**src/rtl/core_pkg.sv**
```systemverilog
// Shared RV32 core definitions: load/store funct3 encodings and the MEM-stage state type.
package core_pkg;

    localparam logic [2:0] F3_B  = 3'b000;
    localparam logic [2:0] F3_H  = 3'b001;
    localparam logic [2:0] F3_W  = 3'b010;
    localparam logic [2:0] F3_BU = 3'b100;
    localparam logic [2:0] F3_HU = 3'b101;

    typedef enum logic [1:0] {
        IDLE = 2'd0,
        REQ  = 2'd1,
        RESP = 2'd2,
        DONE = 2'd3
    } mem_state_t;

endpackage

```
**src/rtl/mem_align.sv**
```systemverilog
// Byte-lane steering for the data bus: store strobes/replication and load extraction/extension.
module mem_align
    import core_pkg::*;
(
    input  logic [2:0]  funct3,
    input  logic [1:0]  addr,
    input  logic [31:0] store_data,
    input  logic [31:0] rdata,
    output logic [3:0]  wstrb,
    output logic [31:0] wdata,
    output logic [31:0] load_result
);

    logic [7:0]  w_byte;
    logic [15:0] w_half;

    always_comb begin
        w_byte = rdata[7:0];
        case (addr)
            2'd0: w_byte = rdata[7:0];
            2'd1: w_byte = rdata[15:8];
            2'd2: w_byte = rdata[23:16];
            2'd3: w_byte = rdata[31:24];
            default: w_byte = rdata[7:0];
        endcase
        w_half = addr[1] ? rdata[31:16] : rdata[15:0];
    end

    // Reserved encodings (011, 110, 111) fall through to full-word behaviour.
    always_comb begin
        wstrb       = 4'b1111;
        wdata       = store_data;
        load_result = rdata;
        case (funct3)
            F3_B, F3_BU: begin
                wstrb       = 4'b0001 << addr;
                wdata       = {4{store_data[7:0]}};
                load_result = (funct3 == F3_B) ? {{24{w_byte[7]}}, w_byte} : {24'b0, w_byte};
            end
            F3_H, F3_HU: begin
                wstrb       = addr[1] ? 4'b1100 : 4'b0011;
                wdata       = {2{store_data[15:0]}};
                load_result = (funct3 == F3_H) ? {{16{w_half[15]}}, w_half} : {16'b0, w_half};
            end
            default: begin
                wstrb       = 4'b1111;
                wdata       = store_data;
                load_result = rdata;
            end
        endcase
    end

endmodule

```
**src/rtl/mem_stage.sv**
```systemverilog
// MEM pipeline stage: latches the EX bundle, runs the req/gnt/rvalid data-bus transaction
// for loads and stores, and hands the completed bundle to WB with a valid/ready handshake.
module mem_stage
    import core_pkg::*;
(
    input  logic        clk,
    input  logic        rst,

    input  logic        ex_valid,
    output logic        mem_ready,
    input  logic [31:0] pc_ex,
    input  logic [31:0] inst_ex,
    input  logic [31:0] alu_res_ex,
    input  logic [31:0] store_data_ex,
    input  logic [31:0] csr_rdata_ex,
    input  logic [31:0] csr_wdata_ex,
    input  logic        mem_ren_ex,
    input  logic        mem_wen_ex,
    input  logic [2:0]  mem_funct3_ex,
    input  logic [2:0]  sel_rf_wdata_ex,
    input  logic        ecall_en_ex,
    input  logic        mret_en_ex,
    input  logic        rf_wen_ex,
    input  logic        csr_wen_ex,
    input  logic        ebreak_ex,

    output logic        mem_valid,
    input  logic        wb_ready,
    output logic [31:0] pc_mem,
    output logic [31:0] inst_mem,
    output logic [31:0] alu_res_mem,
    output logic [31:0] csr_rdata_mem,
    output logic [31:0] csr_wdata_mem,
    output logic [31:0] load_data_mem,
    output logic [2:0]  sel_rf_wdata_mem,
    output logic        ecall_en_mem,
    output logic        mret_en_mem,
    output logic        rf_wen_mem,
    output logic        csr_wen_mem,
    output logic        ebreak_mem,

    output logic        dmem_req,
    output logic        dmem_we,
    output logic [31:0] dmem_addr,
    output logic [31:0] dmem_wdata,
    output logic [3:0]  dmem_wstrb,
    input  logic        dmem_gnt,
    input  logic        dmem_rvalid,
    input  logic [31:0] dmem_rdata
);

    mem_state_t  r_state;
    logic        r_valid;
    logic        r_mem_ren;
    logic        r_mem_wen;
    logic [2:0]  r_funct3;
    logic [31:0] r_store_data;
    logic [31:0] r_pc;
    logic [31:0] r_inst;
    logic [31:0] r_alu_res;
    logic [31:0] r_csr_rdata;
    logic [31:0] r_csr_wdata;
    logic [31:0] r_load_data;
    logic [2:0]  r_sel_rf_wdata;
    logic        r_ecall_en;
    logic        r_mret_en;
    logic        r_rf_wen;
    logic        r_csr_wen;
    logic        r_ebreak;

    logic        w_ready_go;
    logic        w_mem_ready;
    logic        w_in_req;
    logic [3:0]  w_wstrb;
    logic [31:0] w_wdata;
    logic [31:0] w_load_result;

    mem_align u_mem_align (
        .funct3      (r_funct3),
        .addr        (r_alu_res[1:0]),
        .store_data  (r_store_data),
        .rdata       (dmem_rdata),
        .wstrb       (w_wstrb),
        .wdata       (w_wdata),
        .load_result (w_load_result)
    );

    assign w_ready_go  = (r_state == DONE) || (r_valid && !r_mem_ren && !r_mem_wen);
    assign w_mem_ready = !r_valid || (w_ready_go && wb_ready);
    assign w_in_req    = (r_state == REQ);

    assign mem_valid  = r_valid && w_ready_go;
    assign mem_ready  = w_mem_ready;
    assign dmem_req   = w_in_req;
    assign dmem_we    = w_in_req && r_mem_wen;
    assign dmem_addr  = {r_alu_res[31:2], 2'b00};
    assign dmem_wdata = w_wdata;
    assign dmem_wstrb = (w_in_req && r_mem_wen) ? w_wstrb : 4'b0000;

    always_ff @(posedge clk) begin
        if (rst) begin
            r_state        <= IDLE;
            r_valid        <= 1'b0;
            r_mem_ren      <= 1'b0;
            r_mem_wen      <= 1'b0;
            r_funct3       <= 3'b000;
            r_store_data   <= 32'b0;
            r_pc           <= 32'b0;
            r_inst         <= 32'b0;
            r_alu_res      <= 32'b0;
            r_csr_rdata    <= 32'b0;
            r_csr_wdata    <= 32'b0;
            r_load_data    <= 32'b0;
            r_sel_rf_wdata <= 3'b000;
            r_ecall_en     <= 1'b0;
            r_mret_en      <= 1'b0;
            r_rf_wen       <= 1'b0;
            r_csr_wen      <= 1'b0;
            r_ebreak       <= 1'b0;
        end else if (w_mem_ready) begin
            // Handoff slot: either take the next EX bundle or go empty.
            if (ex_valid) begin
                r_valid        <= 1'b1;
                r_state        <= (mem_ren_ex || mem_wen_ex) ? REQ : IDLE;
                r_mem_ren      <= mem_ren_ex;
                r_mem_wen      <= mem_wen_ex;
                r_funct3       <= mem_funct3_ex;
                r_store_data   <= store_data_ex;
                r_pc           <= pc_ex;
                r_inst         <= inst_ex;
                r_alu_res      <= alu_res_ex;
                r_csr_rdata    <= csr_rdata_ex;
                r_csr_wdata    <= csr_wdata_ex;
                r_load_data    <= 32'b0;
                r_sel_rf_wdata <= sel_rf_wdata_ex;
                r_ecall_en     <= ecall_en_ex;
                r_mret_en      <= mret_en_ex;
                r_rf_wen       <= rf_wen_ex;
                r_csr_wen      <= csr_wen_ex;
                r_ebreak       <= ebreak_ex;
            end else begin
                r_valid <= 1'b0;
                r_state <= IDLE;
            end
        end else begin
            case (r_state)
                REQ: begin
                    if (dmem_gnt) begin
                        r_state <= RESP;
                    end
                end
                RESP: begin
                    if (dmem_rvalid) begin
                        r_state <= DONE;
                        if (r_mem_ren) begin
                            r_load_data <= w_load_result;
                        end
                    end
                end
                default: begin
                    r_state <= r_state;
                end
            endcase
        end
    end

    assign pc_mem           = r_pc;
    assign inst_mem         = r_inst;
    assign alu_res_mem      = r_alu_res;
    assign csr_rdata_mem    = r_csr_rdata;
    assign csr_wdata_mem    = r_csr_wdata;
    assign load_data_mem    = r_load_data;
    assign sel_rf_wdata_mem = r_sel_rf_wdata;
    assign ecall_en_mem     = r_ecall_en;
    assign mret_en_mem      = r_mret_en;
    assign rf_wen_mem       = r_rf_wen;
    assign csr_wen_mem      = r_csr_wen;
    assign ebreak_mem       = r_ebreak;

endmodule

```
**config.mk**
```make
export PLATFORM = sky130hd
export DESIGN_NAME = mem_stage
export DESIGN_NICKNAME = d
export VERILOG_FILES = /design/src/rtl/core_pkg.sv /design/src/rtl/mem_align.sv /design/src/rtl/mem_stage.sv
export SDC_FILE = /design/constraint.sdc
export NUM_CORES = 1
export LEC_CHECK = 0
export ABC_AREA = 1
export BUFFER_PORTS_ARGS = -buffer_cell sky130_fd_sc_hd__buf_2
export CORE_AREA = 3 3 197 199
export DETAILED_ROUTE_END_ITERATION = 10
export DIE_AREA = 0 0 200 202
export GPL_TIMING_DRIVEN = 0
export PLACE_DENSITY = 0.6
export SLEW_MARGIN = 30
export SYNTH_ARGS = -nofsm -noshare
export SYNTH_HDL_FRONTEND = slang
export SYNTH_SLANG_ARGS = --single-unit
```
**constraint.sdc**
```tcl
create_clock -name clk -period 1.7 [get_ports clk]
set_input_delay 0.17 -clock clk [delete_from_list [all_inputs] [get_ports clk]]
set_output_delay 0.17 -clock clk [all_outputs]
set_load 0.05 [all_outputs]
```
# Word-level counts from Yosys, hierarchy flattened
# Index checks and enable logic that the tools add are counted.
dict set report word_totals {
  reg_bits 240
  elab_cells 74
}
dict set report classes {
  eq_ne 12
  shift 1
  n_mux 21
  n_reduce_logical 22
}
# op count
set ops {}
lappend ops {{two-way mux 32 bit} 7}
lappend ops {{case mux 32 bit (2 select lines)} 2}
lappend ops {{case mux 8 bit (4 select lines)} 1}
lappend ops {{two-way mux 16 bit} 1}
lappend ops {{equality test 2 bit (second input constant)} 4}
lappend ops {{two-way mux 4 bit} 2}
lappend ops {{case mux 4 bit (2 select lines)} 1}
lappend ops {{equality test 3 bit (second input constant)} 2}
lappend ops {{two-way mux 2 bit} 3}
lappend ops {{!= test 3 bit (second input constant)} 2}
lappend ops {{nonzero test 2 bit} 3}
lappend ops {{logical AND 1 bit} 5}
lappend ops {{equality test 2 x 1 -> 1 bit (second input constant)} 2}
lappend ops {{case mux 2 bit (2 select lines)} 1}
lappend ops {{AND reduction 4 bit} 1}
lappend ops {{OR reduction 2 bit} 2}
lappend ops {{left shift 1 x 2 -> 4 bit (first input constant)} 1}
lappend ops {{equality test 3 x 1 -> 1 bit (second input constant)} 1}
lappend ops {{zero test 1 bit} 3}
lappend ops {{zero test 3 bit} 1}
lappend ops {{logical OR 1 bit} 3}
lappend ops {{two-way mux 1 bit} 3}
lappend ops {{AND reduction 3 bit} 1}
lappend ops {{nonzero test 3 bit} 1}
lappend ops {{other kinds (3)} 3}

# Logic depth before layout (Yosys ltp)
# Gate-level depths: netlist (run 1).
dict set report depth {
  depth_word 8
  mapped_depth 11
  depth_no_buf 10
}

# Modules after synthesis
# From an unflattened synthesis (run 1), not the netlist that was laid out.
dict set report unflattened {
  hier_cells 1427
  hier_area_um2 10187.3
}
# module instances cells_each area_per_inst_um2
set modules_own_cells {}
lappend modules_own_cells {mem_stage 1 1166 8813.5}
lappend modules_own_cells {mem_align 1 261 1373.8}

# Worst setup path after synthesis (run 1)
# Ideal clock, no wire load.
dict set report synth_path {
  path_type {reg-to-output}
  startpoint {register r_state[0]}
  endpoint {output dmem_wstrb[2]}
  arrival_ps 2583
  required_time_ps 1530
  setup_slack_ps -1053
  path_stages_with_launch 7
  n_path_buf 0
  path_cell_list {dfxtp_1 inv_1 nor2_1 nand2_1 inv_1 nand2_1 a21oi_1}
}
dict set report synth_between {
  elab_chain_cells 3
}
# element line
set synth_rtl {}
lappend synth_rtl {{start, declared} mem_stage.sv:52} ;# mem_state_t r_state;
lappend synth_rtl {{start signal, assigned} mem_stage.sv:124} ;# r_state <= (mem_ren_ex || mem_wen_ex) ? REQ : IDLE;
lappend synth_rtl {{start signal, assigned} mem_stage.sv:161} ;# r_state <= r_state;
lappend synth_rtl {{equality test 2 x 1 -> 1 bit} mem_stage.sv:90} ;# assign w_in_req = (r_state == REQ);
lappend synth_rtl {{net dmem_req} mem_stage.sv:42} ;# output logic dmem_req,
lappend synth_rtl {{logical AND 1 bit} --}
lappend synth_rtl {{net dmem_we} mem_stage.sv:43} ;# output logic dmem_we,
lappend synth_rtl {{two-way mux 4 bit} mem_stage.sv:98} ;# assign dmem_wstrb = (w_in_req && r_mem_wen) ? w_wstrb : 4'b0000;
lappend synth_rtl {{end, declared} mem_stage.sv:46} ;# output logic [3:0] dmem_wstrb,
# The timed path passes the listed nets, and every way through them passes these cells.

# Worst setup path in the final report (run 1)
dict set report layout_path {
  startpoint {register r_funct3[1]}
  endpoint {output dmem_wdata[25]}
}
dict set report layout_between {
  elab_chain_cells 3
  elab_cells_between_ends 7
  classes_between {3 x eq/ne; 1 x mux; 3 x reduce/logical}
}
# element line
set layout_rtl {}
lappend layout_rtl {{start, declared} mem_stage.sv:56} ;# logic [2:0] r_funct3;
lappend layout_rtl {{start signal, assigned} mem_stage.sv:127} ;# r_funct3 <= mem_funct3_ex;
lappend layout_rtl {{equality test 3 bit (tied with other cells)} mem_align.sv:34} ;# case (funct3)
lappend layout_rtl {{OR reduction 2 bit} mem_align.sv:34}
lappend layout_rtl {{case mux 32 bit (2 select lines) *} mem_align.sv:34}
lappend layout_rtl {{end, declared} mem_stage.sv:45} ;# output logic [31:0] dmem_wdata,
# Mark *: on every way between the ends. The rest lies on a longest branch, timed or not.

==> results of run 1 <==
[flip-flops by register name, summed over array words and instances, names as in the netlist, 2 cells and up]
name / flops
pc_mem: 32
alu_res_mem: 32
csr_wdata_mem: 32
inst_mem: 32
r_state: 2
r_store_data: 32
sel_rf_wdata_mem: 3
csr_rdata_mem: 32
load_data_mem: 32
r_funct3: 3
[placed cells by master (no fill, tap or decap), types with 10 or more instances in the layout]
master / count
sky130_fd_sc_hd__clkbuf_16: 32
sky130_fd_sc_hd__a21oi_1: 49
sky130_fd_sc_hd__nand2_1: 96
sky130_fd_sc_hd__o21ai_1: 92
sky130_fd_sc_hd__buf_2: 500
sky130_fd_sc_hd__buf_4: 78
sky130_fd_sc_hd__dfxtp_1: 231
sky130_fd_sc_hd__inv_1: 39
sky130_fd_sc_hd__clkbuf_4: 11
sky130_fd_sc_hd__nand3_1: 56
sky130_fd_sc_hd__o21ai_0: 124
sky130_fd_sc_hd__clkbuf_2: 10
sky130_fd_sc_hd__nor2_1: 434
sky130_fd_sc_hd__buf_8: 14
sky130_fd_sc_hd__buf_6: 28
sky130_fd_sc_hd__nand2_4: 15
sky130_fd_sc_hd__clkbuf_1: 28
sky130_fd_sc_hd__o211ai_1: 14
sky130_fd_sc_hd__nand2_2: 16
sky130_fd_sc_hd__dlygate4sd3_1: 210
[cell families after synthesis]
| kind of cell | Yosys count |
|---|---|
| DFF | 240 |
| and+or+nand+nor | 630 |
| AOI/OAI and AO/OA | 309 |
| other | 1 |
| buffers and inverters | 181 |
[final cells by class]
type,count,area [um^2],area share
multi-input cells,943,4490,0.260
well taps,511,639,0.0370
diodes,9,22.5,0.00130
repair buffers,754,5160,0.299
flip-flops and latches,240,4820,0.279
clock buffers,42,865,0.0500
plain buffers,127,900,0.0521
clock inverters,9,154,0.00891
inverters,50,226,0.0131
[worst min path at each step]
stage	depth (start not counted)	from	end	slack [ns]
floorplan	2	pc_ex[12]	pc_mem[12]$_SDFFE_PP0P_	0.33
global placement	3	alu_res_ex[15]	alu_res_mem[15]$_SDFFE_PP0P_	0.42
detailed placement	3	csr_wdata_ex[30]	csr_wdata_mem[30]$_SDFFE_PP0P_	0.43
CTS	5	dmem_rdata[6]	load_data_mem[6]$_SDFFE_PP0P_	0.001
global route	5	dmem_rdata[23]	load_data_mem[7]$_SDFFE_PP0P_	0.05
finish	5	dmem_rdata[6]	load_data_mem[6]$_SDFFE_PP0P_	0.03
[routing by layer]
layer	part of all wire	track usage	routed length, um
met1	0.40	0.247	18300
met2	0.48	0.356	22200
met3	0.075	0.0500	3440
met4	0.043	0.100	1990
met5	0.0014	0	64
[through the flow]
| stage | TNS (ns) | utilization | instance area, um^2 |
|---|---|---|---|
| after global routing | -6.91 | 0.462 | 17300 |
| after detailed placement | -80.94 | 0.349 | 13100 |
| after CTS | -6.11 | 0.448 | 16800 |
| after floorplan | -1.89 | - | 9860 |
| after global placement | -68.07 | 0.349 | 13100 |
| final | -5.01 | 0.462 | 17300 |
[cell usage after synthesis (all sizes together)]
cell type  instances
or2                1
nor2             439
clkbuf            56
nand3b             1
nand3             59
a211oi             1
conb               1
inv               48
o211ai            14
buf               75
a21boi             1
nor3               2
nand4              1
a31oi              6
clkinv             2
dfxtp            240
o21ai            234
o21bai             1
a21oi             52
nand2            127
[worst min-delay path, cell delays in order]
cell and delay (ns):
sky130_fd_sc_hd__buf_2 0.11, sky130_fd_sc_hd__nor2_1 0.10, sky130_fd_sc_hd__nor2_1 0.05, sky130_fd_sc_hd__nand2_1 0.05
sky130_fd_sc_hd__a21oi_1 0.05
[power breakdown]
| part | total [mW] | switching [mW] | internal [mW] |
|---|---|---|---|
| Sequential | 6.37 | 0.298 | 6.08 |
| Combinational | 5.41 | 3.61 | 1.80 |
| Clock | 6.56 | 2.46 | 4.10 |
| Total | 18.3 | 6.37 | 12.0 |
[what timing repair did]
item                                    CTS  global route
hold buffers                            210             0
gates resized for setup                 162           224
buffers inserted                         13            18
pin swaps                                11            23
endpoints found under the setup margin  259           262
endpoints found under the hold margin   209             0
gates cloned                              2             3
==> results.txt, run 1 <==
The flow ran to the end, but the final reports show violations. The checks that failed: setup timing. The synthesized-area fraction occupied by adder cells came out at 0.

The global-route wire length before repair is approximately 66000 um. The number of clock buffers added by TritonCTS is 28. The row count is between 70 and 80. The core region is around 37000 um^2.

In this run, placement finished with an instance count of ~2400. Dividing the detail-routed via count by the number of cells gives ~4.5. The logic depth of the worst register-to-register path came out at 10. For this design the ratio of total power to cell area is approximately 1100 nW/um^2. The number of nets in the final layout is approximately 2400. The worst setup path is launched from a flip-flop.

The worst setup path startpoint is r_funct3[1]$_SDFFE_PP0P_. The H-tree depth reported by CTS came out at 1. The clock passes through at most 3 buffers. In this run, synthesis produced a sequential element count of 240. The data required time of the worst path is 1.53 ns.

The post-synthesis cell count came out at between 1000 and 1500. The via count of the first global-routing pass is ~12000. Final hold analysis gives a worst-case slack of approximately 0.029 ns.

The clock tree skew after final layout is around 0.014 ns. The total number of vias came out at between 10000 and 15000. Setup violations remaining at the end of the flow were counted as 29. The leakage power came out at roughly 8.3 nW. The final wirelength came out at around 46000 um. sky130_fd_sc_hd__dfxtp_1 takes more of the synthesized area than any other cell.

In this run the tool buffered the top-level ports with a little over 500 buffer cells. Grouping stages by cell kind, the critical path spends the most delay in buffers and inverters. The count of cells in the finished layout, fillers not included, comes to 2685. The remaining design rule violation count is 0. The number of warnings reported in the yosys synthesis log came out at 0. The number of slew-limit violations in the final report came out at 0. The startpoint identified for the worst register-to-register timing path is r_mem_wen$_SDFFE_PP0P_. The share of the Yosys chip area taken by registers is 0.491. The combined buffer and inverter count along the critical path is 3. The count of nets left with antenna violations after detail routing is 0. In this run the mean area of a mapped cell was 7.19 um^2.

The peak ir drop on the vdd network is approximately 0.7 mV. Overall power consumption after layout is estimated at roughly 18 mW. In this design, the stage delay of the slowest critical-path cell is ~0.32 ns. The total global routing track utilization is 0.209. The DRC marker count from the first detailed-route iteration is slightly above 600.

By area, the combinational part of the netlist is dominated by simple AND/OR/NAND/NOR gates. The number of logic stages on the critical path including buffering is 6. The cell type of the slowest stage on the worst timing path is sky130_fd_sc_hd__dfxtp_2. After filler insertion, the fill cell instance count of the layout stands at roughly 3600.

After global routing the overflow that remains totals 0. The transition time at the pin with the least slew margin is 0.588 ns. Setup repair after global routing could not meet its margin everywhere. The horizontal die dimension is about 200 um.

The fraction of layout instances using a drive strength above 1 is 0.359. The clock latency on the worst-skew pair came out at 0.55 ns. Of the available clock period, the critical path in the final layout requires 1.14. The number of unique standard cell types used by synthesis is 32. The number of hold-slack violations in the final timing report is 0. The routability-driven placement congestion ratio is about 0.91. The compound-cell area share of the yosys netlist came out at 0.163.

The setup slack of the critical path after layout is -0.234 ns. By area the synthesized netlist is led by sky130_fd_sc_hd__dfxtp_1, sky130_fd_sc_hd__nor2_1, sky130_fd_sc_hd__o21ai_0, sky130_fd_sc_hd__nand2_1, sky130_fd_sc_hd__buf_4. The most prevalent standard cell on the critical path is sky130_fd_sc_hd__buf_8. The detailed-router iteration count before antenna repair came out at 4. The most critical setup path has its endpoint at dmem_wdata[25]. The number of antenna violations at the first check in global routing is 13.

The cell chosen for the clock root is sky130_fd_sc_hd__clkbuf_16. The min-delay analysis places its worst path in the category input pin to flip-flop. The parity-gate share of the synthesized area counting xor and xnor cells is 0. During I/O placement, the number of pins put on the boundary was just over 500. The synthesized area came out at 9790 um^2. The setup path with the least slack is of type flip-flop to primary output.

The destination of the worst register-to-register timing path is r_store_data[20]$_SDFFE_PP0P_. The height of the chip is between 200 and 250 um. Detailed placement finished with a half-perimeter wire length of around 33000 um. Of the post-synthesis cell area, the dominant cell type holds 0.491. After synthesis, the share of cell area in mux cells is 0.

The wire length per cell after detailed routing came out at 17.1 um. The die covers 40400 um^2. The clock transition time at the flip-flop clock pins of the worst setup and hold paths is 0.06 ns. The tool flagged a number of max-cap violations equal to 0. In this run the worst path has a maximum fanout of 5. For the finished layout, the period the worst path requires is a little under 2 ns. The area growth from synthesis to final layout is 76.5%. The clock sink count is 240.

The setup slack of the most critical reg-to-reg path is 0.06 ns. For the worst setup path, the data arrival time is between 1.5 and 2 ns. The worst setup slack before clock tree synthesis is -0.636 ns. The critical path goes through buf_8, nor2_4, buf_8, nand2_2, o211ai_1, buf_4. TritonCTS built the clock tree. The timing-limited maximum frequency is between 500 and 600 MHz. The worst setup path is captured at a primary output.

Of the total synthesized cell area, the portion taken by AND, OR, NAND and NOR gates is 0.255. The relative slew slack is 0.608. The largest net degree at the start of global routing came out at 14. For this configuration, the core starts out at a cell density of 0.262.
Power figures use the tool's default switching activity.
==> run 2, diff against run 1 <==
--- a/config.mk
+++ b/config.mk
@@ -5,13 +5,12 @@
 export SDC_FILE = /design/constraint.sdc
 export NUM_CORES = 1
 export LEC_CHECK = 0
-export ABC_AREA = 1
 export BUFFER_PORTS_ARGS = -buffer_cell sky130_fd_sc_hd__buf_2
-export CORE_AREA = 3 3 197 199
+export CORE_AREA = 3 3 199 201
 export DETAILED_ROUTE_END_ITERATION = 10
-export DIE_AREA = 0 0 200 202
+export DIE_AREA = 0 0 202 204
 export GPL_TIMING_DRIVEN = 0
-export PLACE_DENSITY = 0.6
+export PLACE_DENSITY = 0.58
 export SLEW_MARGIN = 30
 export SYNTH_ARGS = -nofsm -noshare
 export SYNTH_HDL_FRONTEND = slang
==> results.txt, run 2 <==
The flow ran to the end, but the final reports show violations. The checks that failed: setup timing. The transition time at the pin with the least slew margin was 0.756 ns (+0.168 ns). The peak ir drop on the vdd network is 0.704 mV (+1.0%).

Leaving out fill and tap cells, the most frequent cells in the layout are sky130_fd_sc_hd__buf_2, sky130_fd_sc_hd__nand2_1, sky130_fd_sc_hd__dlygate4sd3_1. The aggregate global routing overflow is 0 (unchanged). The minimum clock period is 1.92 ns (-0.0180 ns).

The worst setup path is captured at a primary output. The leakage power is 8.56 nW (+2.6%). The fraction of layout instances using a drive strength above 1 is 0.483 (+0.123). The total number of vias is 11800 (-2.5%). The height of the chip came out at 204 um (+0.99%). The top flip-flop cell by instance count after synthesis is sky130_fd_sc_hd__dfxtp_1. By area the synthesized netlist is led by sky130_fd_sc_hd__dfxtp_1, sky130_fd_sc_hd__nand2_1, sky130_fd_sc_hd__a21oi_1, sky130_fd_sc_hd__buf_4, sky130_fd_sc_hd__mux2_2.

The library cell with the largest summed area after synthesis is sky130_fd_sc_hd__dfxtp_1. The timing-limited maximum frequency is 522 MHz (+0.94%). The clock tree skew after final layout is 0.00853 ns (-0.00523 ns). The H-tree depth reported by CTS was 1 (unchanged).

The remaining design rule violation count came to 0 (unchanged). The total global routing track utilization came out at 0.198 (-0.0111). The number of unique standard cell types used by synthesis came to 42 (+31%).

The row count came out at 71 (unchanged). The data required time of the worst path is 1.53 ns (about the same). The area of the die is 41200 um^2 (+2.0%). The setup slack of the critical path after layout is -0.216 ns (+0.0180 ns). The buffer depth of the longest clock path is 3 (unchanged). The initial cell density of the core is 0.250 (-0.0114). The routability-driven placement congestion ratio is 0.879 (-3.3%). The count of port buffers added during placement is 512 (+0.20%). The largest net degree at the start of global routing came out at 15 (+1).

Leaving out fill and tap cells, the most frequent cell in the layout is sky130_fd_sc_hd__buf_2. The post-route clock period utilization is 1.13 (-0.0106). The synthesized area came out at 9450 um^2 (-3.5%). The clock sink count is 240 (unchanged). The placeable core area was 37800 um^2 (+0.95%).

The detailed-route vias per instance came to 4.68 (+3.6%). The number of synthesized flops with an enable pin is 0 (unchanged). The fraction of registers with async set/reset came to 0 (unchanged).

The average cell area after synthesis came out at 8.18 um^2 (+14%). The worst setup path is launched from a flip-flop. The global-route wire length before repair came out at 65400 um (-1.2%). The critical path is of the flip-flop to primary output type. The clock latency on the worst-skew pair came out at 0.55 ns (about the same).

The final setup violation count is 117 (+300%). Setup repair after global routing could not meet its margin everywhere. The clock transition time at the flip-flop clock pins of the worst setup and hold paths is 0.06 ns (about the same).

The HPWL reported at the end of detailed placement came out at 30700 um (-6.9%). The count of nets left with antenna violations after detail routing is 0 (unchanged). The max-cap violation count is 0 (unchanged). The number of CTS-inserted buffers is 29 (+3.6%).

The post-synthesis cell count is 1156 (-15%). The area growth from synthesis to layout is 97.0%. The via count of the first global-routing pass is 11500 (-0.99%). The number of slew-limit violations in the final report is 0 (unchanged).

The final setup TNS came out at -7.24 ns (-2.24 ns). The horizontal die dimension is 202 um (+1.0%). The post-synthesis sequential area ratio is 0.508 (+0.0175).

The final wirelength came out at 47100 um (+2.5%). The relative slew slack came out at 0.496 (-0.112). The number of antenna violations at the first check in global routing is 4 (-9).

The DRC marker count from the first detailed-route iteration came out at 530 (-12%). The cell sitting at the root of the clock tree is a sky130_fd_sc_hd__clkbuf_16. The worst setup slack before clock tree synthesis is -1.02 ns (-0.388 ns). The number of nets in the final layout came out at 2234 (-6.4%). The number of storage elements in the synthesis netlist is 240 (unchanged). The share of the core filled with cells in the final layout is 0.493 (+0.0313).

TritonCTS built the clock tree. The total power density per cell area was 963 nW/um^2 (-9.3%). The boundary pin count is 515 (unchanged). The type of the most critical hold path is input pin to flip-flop. By count the netlist is led by sky130_fd_sc_hd__nand2_1, sky130_fd_sc_hd__dfxtp_1, sky130_fd_sc_hd__a21oi_1, sky130_fd_sc_hd__clkbuf_1, sky130_fd_sc_hd__buf_4. The area fraction of the dominant cell type after synthesis is 0.508 (+0.0175). The detailed-router iteration count before antenna repair came to 6 (+2). The number of warnings reported in the yosys synthesis log came out at 0 (unchanged). The number of hold-slack violations in the final timing report was 0 (unchanged).

The arrival time of data at the critical path endpoint came out at 1.75 ns (about the same). The maximum fanout encountered on the critical timing path was 9 (+4). The most used standard cell by instance count after synthesis is sky130_fd_sc_hd__nand2_1. The wire length per cell after detailed routing is 18.7 um (+9.0%).
[run 2: logic make-up (layout without fill, tap and decap cells)]
family / after synthesis / count (layout) / share of synthesized area
other: 1 / 4 / 0.000397
muxes: 34 / 34 / 0.0405
buffers and inverters: 136 / 991 / 0.0777
AOI/OAI and AO/OA: 302 / 302 / 0.191
and+or+nand+nor: 443 / 443 / 0.182
DFF: 240 / 240 / 0.508
[run 2: report_power, final]
part           internal, mW  switching, mW
Combinational          2.08           3.21
Clock                  3.93           2.45
Sequential             5.98          0.284
[run 2: worst paths after layout]
kind	start	to	slack, ns	cells after the start
worst max-delay path	r_funct3[1]$_SDFFE_PP0P_	dmem_wdata[11]	-0.22	4
worst min-delay path	dmem_rdata[7]	load_data_mem[7]$_SDFFE_PP0P_	0.04	4
worst max register to register	r_valid$_SDFFE_PP0P_	load_data_mem[19]$_SDFFE_PP0P_	-0.10	8
worst min register to register	pc_mem[1]$_SDFFE_PP0P_	pc_mem[1]$_SDFFE_PP0P_	0.45	2
[run 2: final cells by class]
class / count / area (um^2)
Multi-Input combinational cell: 781 / 4890
Clock buffer: 46 / 870
Antenna cell: 2 / 5.00
Timing Repair Buffer: 807 / 6010
Sequential cell: 240 / 4830
Buffer: 126 / 1220
Tap cell: 511 / 639
Clock inverter: 6 / 113
Inverter: 6 / 36.3
Fill cell: 3312 / 19100
[run 2: timing repair]
| item | 4_1_cts | 5_1_grt |
|---|---|---|
| buffers inserted | 25 | 9 |
| hold endpoints to repair | 239 | 0 |
| pin swaps | 29 | 157 |
| cloned | 2 | 19 |
| endpoints found under the setup margin | 268 | 235 |
| hold buffers | 241 | 0 |
| gates resized for setup | 222 | 309 |
[run 2: routing by layer]
metal / GRT usage / up-vias / part of all wire / wire [um]
li1: - / 5526 / - / -
met5: 0 / - / 0.00040 / 19
met2: 0.354 / 589 / 0.50 / 23500
met4: 0.0895 / 4 / 0.045 / 2140
met3: 0.0412 / 140 / 0.067 / 3140
met1: 0.228 / 5564 / 0.39 / 18300
[run 2: critical path, stage by stage, from the launching register on]
cell                      delay (ns)
sky130_fd_sc_hd__dfxtp_4        0.39
sky130_fd_sc_hd__nor2_4         0.14
sky130_fd_sc_hd__buf_12         0.14
sky130_fd_sc_hd__mux2_2         0.35
sky130_fd_sc_hd__buf_6          0.16
[run 2: metrics by stage]
step | hold slack, ns | instance area (um^2) | power [mW] | cells
floorplan | 0.296 | 9540 | 8.89 | 1157
global placement | 0.408 | 12700 | 10.1 | 2180
detailed placement | 0.415 | 12700 | 10.1 | 2180
CTS | 0.00222 | 17100 | 17.3 | 2496
global route | 0.0460 | 18600 | 18.6 | 2525
finish | 0.0437 | 18600 | 17.9 | 2525
